<file path="config.mk">
export PLATFORM = sky130hd
export DESIGN_NAME = sdram_host_bridge
export DESIGN_NICKNAME = d
export VERILOG_FILES = /design/src/rtl/sdram_host_bridge.sv
export SDC_FILE = /design/constraint.sdc
export NUM_CORES = 1
export LEC_CHECK = 0
export BUFFER_PORTS_ARGS = -buffer_cell sky130_fd_sc_hd__buf_4
export CAP_MARGIN = 25
export CORE_ASPECT_RATIO = 1.5
export CORE_MARGIN = 3
export CORE_UTILIZATION = 49
export CTS_BUF_LIST = sky130_fd_sc_hd__clkbuf_4
export DETAILED_ROUTE_END_ITERATION = 8
export PLACE_DENSITY = 0.86
export SLEW_MARGIN = 40
export SYNTH_ARGS = -nofsm -noshare
export SYNTH_HDL_FRONTEND = slang
export SYNTH_SLANG_ARGS = --single-unit
</file>
<file path="constraint.sdc">
create_clock -name clk -period 3.4 [get_ports clk]
set_clock_uncertainty 0.15 [all_clocks]
set_input_delay 0.51 -clock clk [delete_from_list [all_inputs] [get_ports clk]]
set_output_delay 0.51 -clock clk [all_outputs]
set_load 0.05 [all_outputs]
</file>
<file path="src/rtl/sdram_host_bridge.sv">
// Host valid/ready front-end for async_sdram_ctrl: packs 41-bit commands, tracks reads, returns data in order.
// Optional read-response watchdog is compiled in by defining SDRAM_BRIDGE_TIMEOUT_EN.
module sdram_host_bridge #(
    parameter int unsigned MAX_OUTSTANDING = 4,
    parameter int unsigned TIMEOUT_CYCLES  = 1024
) (
    input  logic        clk,
    input  logic        reset_i,
    input  logic        host_req_i,
    input  logic        host_we_i,
    input  logic [23:0] host_addr_i,
    input  logic [15:0] host_wdata_i,
    output logic        host_ready_o,
    output logic        host_rvalid_o,
    output logic [15:0] host_rdata_o,
    output logic [40:0] cmd_d_o,
    output logic        cmd_enq_o,
    input  logic        cmd_full_i,
    input  logic [15:0] rsp_q_i,
    output logic        rsp_deq_o,
    input  logic        rsp_empty_i,
    output logic        busy_o,
    output logic        error_o
);

    if (MAX_OUTSTANDING < 1 || MAX_OUTSTANDING > 15 || TIMEOUT_CYCLES < 1) begin : g_bad_params
        $error("sdram_host_bridge: MAX_OUTSTANDING must be 1..15 and TIMEOUT_CYCLES >= 1");
    end

    localparam logic [3:0] MAX_OUT = 4'(MAX_OUTSTANDING);

    logic [3:0] inflight;
    logic       accept;
    logic       rd_accept;
    logic       deq_d1;

    // Ready is held low while a command is being enqueued so the writer full flag has a cycle to update.
    assign host_ready_o = !reset_i && !cmd_full_i && !cmd_enq_o
                          && (host_we_i || (inflight < MAX_OUT));
    assign accept       = host_req_i && host_ready_o;
    assign rd_accept    = accept && !host_we_i;
    assign busy_o       = (inflight != 4'd0) || cmd_enq_o || deq_d1 || host_rvalid_o;

    // NOTE: every register below uses non-blocking assignment so all of them sample pre-edge values;
    // a blocking write here would let later statements see the new value and silently shift timing.
    always_ff @(posedge clk or posedge reset_i) begin
        if (reset_i) begin
            cmd_d_o       <= '0;
            cmd_enq_o     <= 1'b0;
            inflight      <= 4'd0;
            rsp_deq_o     <= 1'b0;
            deq_d1        <= 1'b0;
            host_rvalid_o <= 1'b0;
            host_rdata_o  <= '0;
        end else begin
            cmd_enq_o <= accept;
            if (accept) begin
                cmd_d_o <= host_we_i ? {1'b1, host_addr_i, host_wdata_i}
                                     : {1'b0, host_addr_i, 16'h0000};
            end

            case ({rd_accept, rsp_deq_o})
                2'b10:   inflight <= inflight + 4'd1;
                2'b01:   inflight <= inflight - 4'd1;
                default: inflight <= inflight;
            endcase

            // Only pop what was asked for; the gap cycle lets inflight settle before the next pop.
            rsp_deq_o <= !rsp_empty_i && (inflight != 4'd0) && !rsp_deq_o;

            // Reader FIFO presents popped data one cycle after the dequeue strobe.
            deq_d1        <= rsp_deq_o;
            host_rvalid_o <= deq_d1;
            if (deq_d1) begin
                host_rdata_o <= rsp_q_i;
            end
        end
    end

`ifdef SDRAM_BRIDGE_TIMEOUT_EN
    localparam int unsigned    WD_W    = (TIMEOUT_CYCLES > 1) ? $clog2(TIMEOUT_CYCLES) : 1;
    localparam logic [WD_W-1:0] WD_LAST = WD_W'(TIMEOUT_CYCLES - 1);

    logic [WD_W-1:0] wd_cnt;
    logic            err_q;

    // Counter saturates at its last value; the error flag stays set until reset.
    always_ff @(posedge clk or posedge reset_i) begin
        if (reset_i) begin
            wd_cnt <= '0;
            err_q  <= 1'b0;
        end else if (inflight == 4'd0 || rsp_deq_o) begin
            wd_cnt <= '0;
        end else if (wd_cnt == WD_LAST) begin
            err_q <= 1'b1;
        end else begin
            wd_cnt <= wd_cnt + 1'b1;
        end
    end

    assign error_o = err_q;
`else
    assign error_o = 1'b0;
`endif

endmodule

</file>
==> reports/metrics.cfg <==
[final_layout]
final_nets=378
final-seq-area_um2=1627
fillCellCount=428
drive_above_1_share_pct=64.67
num_antenna_cells=0
multi_input_area_um2=1066
finalCoreUtilization_pct=70.84
syn_to_final_growth_pct=39.42
fin_cells=387
fin_area_um2=3890

[global_route]
grt_pass1_wl_mm=10.36
grt-ovfl-total=0
grt_max_degree=43
antenna_found_initial=0
grt_usage_pct=20.89
grt_pass1_vias=2115

[timing]
finalMaxSlewViolations=0
grt_setup_unrepaired=no
worst_pin_slew_ns=0.6847
min_period_ns=2.937
max_freq_mhz=340.5
setup_viol=0
finalCritPeriodShare_pct=86.38
tns_ns=0
hold_viol=0
relSlewSlack_pct=54.36

[worst_setup_path]
critPathMostFrequentCell=ha_1
path_delay_family=simple AND/OR/NAND/NOR gates
cp_slowest_cell=or4b_2
critPathArrivalTime_ns=3.06
slowest_delay_ns=0.64
end_kind=flip-flop
path_max_fanout=9
cp.buffers_inverters=0
crit_path_cell_trace=nor2_1 > o211ai_4 > or2_2 > ha_1 > ha_1 > or4b_2 > o311ai_0 > o211ai_1
startpoint_type=flip-flop
crit_type=flip-flop to flip-flop
r2r_slack_ns=0.46
required_ns=3.52

[yosys]
synth_edf_count=0
ys_seq_elements=65
syn_area_per_cell_um2=14.92
yosysWarningCount=0
ys_types=31
syn_area_um2=2790
ys_seq_area_share_pct=58.30
syn_inst=187
synth_ff_type=dfrtp_1
syn-num-nets=253
async_flop_share_pct=100.0

[place]
postPlaceCellArea_um2=3756
place.gp.congestion=0.7832
port_buffers=123
dp_cells=371
dp.final_hpwl_mm=4.962

[die]
io_pins=125
die_h_um=98.42
coreArea_um2=5492
die_w_um=67.61
die_area_um2=6654
start_util_pct=50.81
rows=33

[clock_tree]
cts_setup_buffers=0
postCtsHoldBufs=0
clkTransAtPathRegs_ns=0.11
cts_buffers=9
clkLatencyLatePin_ns=0.39
postCtsResizedCells=0
tritoncts=built
clockBufferDepth=2
root_buffer=clkbuf_4
cts_sinks=65
htreeDepth=3

[power]
p_per_area_nw_per_um2=1005
vdd_drop_max_mv=0.4198
leakagePower_uw=0.001975

[drt]
drt_iter0_markers=113
num_vias=2012
drc=0
ant_nets=0
dr.pass1.iters=4
avgViaCountPerCell=5.199
drt_wl_total_mm=6.618
avgRoutedWirePerCell_um=17.10

[job]
maxCapViolations=0

[min_path]
min_path_type=input pin to asynchronous set/reset pin

[status]
outcome=finished clean

kinds of logic (layout without fill, tap and decap cells):
family | Yosys count | after routing | share of synthesized area [%]
flops | 65 | 65 | 58.30
mux | 43 | 43 | 20.27
compound gates | 24 | 24 | 8.296
simple gates | 29 | 29 | 6.816
xor+xnor | 2 | 2 | 0.6279
fa+ha+maj | 4 | 4 | 2.063
buf+inv | 19 | 149 | 3.497
other cells | 1 | 1 | 0.1344
layout make-up:
class,instances,area share (%)
sequential,65,41.81
multi-input combinational,103,27.40
timing repair buffer,127,24.51
tap,70,2.252
clock buffer,10,1.930
clock inverter,6,1.512
inverter,6,0.5790
layer usage:
metal / up-vias / wire (um) / track usage [%]
met5: - / 0 / 0
met4: 0 / 97 / 8.438
met3: 9 / 517 / 5.017
met2: 84 / 3625 / 35.63
met1: 993 / 2378 / 24.54
li1: 926 / - / -
path summary, 6_finish.rpt:
path,start,end,cells after the start
setup / recovery,inflight[2]$_DFFE_PP0P_,inflight[3]$_DFFE_PP0P_,8
hold / removal,reset_i,host_rdata_o[3]$_DFFE_PP0P_,2
setup reg to reg,inflight[2]$_DFFE_PP0P_,inflight[3]$_DFFE_PP0P_,8
hold reg to reg,rsp_deq_o$_DFF_PP0_,deq_d1$_DFF_PP0_,0
max in group asynchronous,reset_i,cmd_d_o[11]$_DFFE_PP0N_,3
min in group clk,rsp_empty_i,rsp_deq_o$_DFF_PP0_,2
placed cells by master (no fill, tap or decap), types with 2 or more instances in the layout:
master and instances:
clkinvlp_4 2, nor3b_1 3, nand4_1 17, clkinv_2 2
mux2_4 22, nor2_1 2, clkbuf_4 10, mux2_2 20
nand3_1 2, dfrtp_1 65, a21oi_1 2, buf_4 127
ha_1 3, inv_1 5, a21bo_2 16
power breakdown:
| group | leakage, uW | internal [uW] | total [uW] | switching (uW) |
|---|---|---|---|---|
| clock network | 0.0000698 | 228 | 495 | 267 |
| logic | 0.00112 | 774 | 2150 | 1370 |
| registers | 0.000788 | 1070 | 1270 | 195 |
sequential cells by signal (all words and copies together) (netlist names):
name	flops
host_rvalid_o	1
cmd_d_o	41
deq_d1	1
cmd_enq_o	1
rsp_deq_o	1
host_rdata_o	16
inflight	4
synthesized netlist by cell type, types with 2 or more instances:
cell,n,area (um^2)
inv_1,6,22.52
nor3b_1,3,22.52
clkbuf_1,6,22.52
a21bo_2,16,160.2
nand3_1,2,10.01
buf_6,2,22.52
a21oi_1,2,10.01
dfrtp_1,65,1627
buf_4,2,15.01
mux2_4,22,330.3
nand4_1,17,106.4
ha_1,3,37.54
nor2_1,2,7.510
mux2_2,20,225.2
buf_2,3,15.01
through the flow:
stage / hold WS, ns / total power (uW) / setup WS, ns
finish: 0.04582 / 3911 / 0.4632
global route: 0.06436 / 4105 / 0.3060
CTS: 0.04462 / 3947 / 0.4805
detailed placement: 0.3032 / 3447 / 0.2835
global placement: 0.2933 / 3384 / 0.3708
floorplan: 0.2019 / 2779 / 0.1425
(Power assumes the default switching activity.)
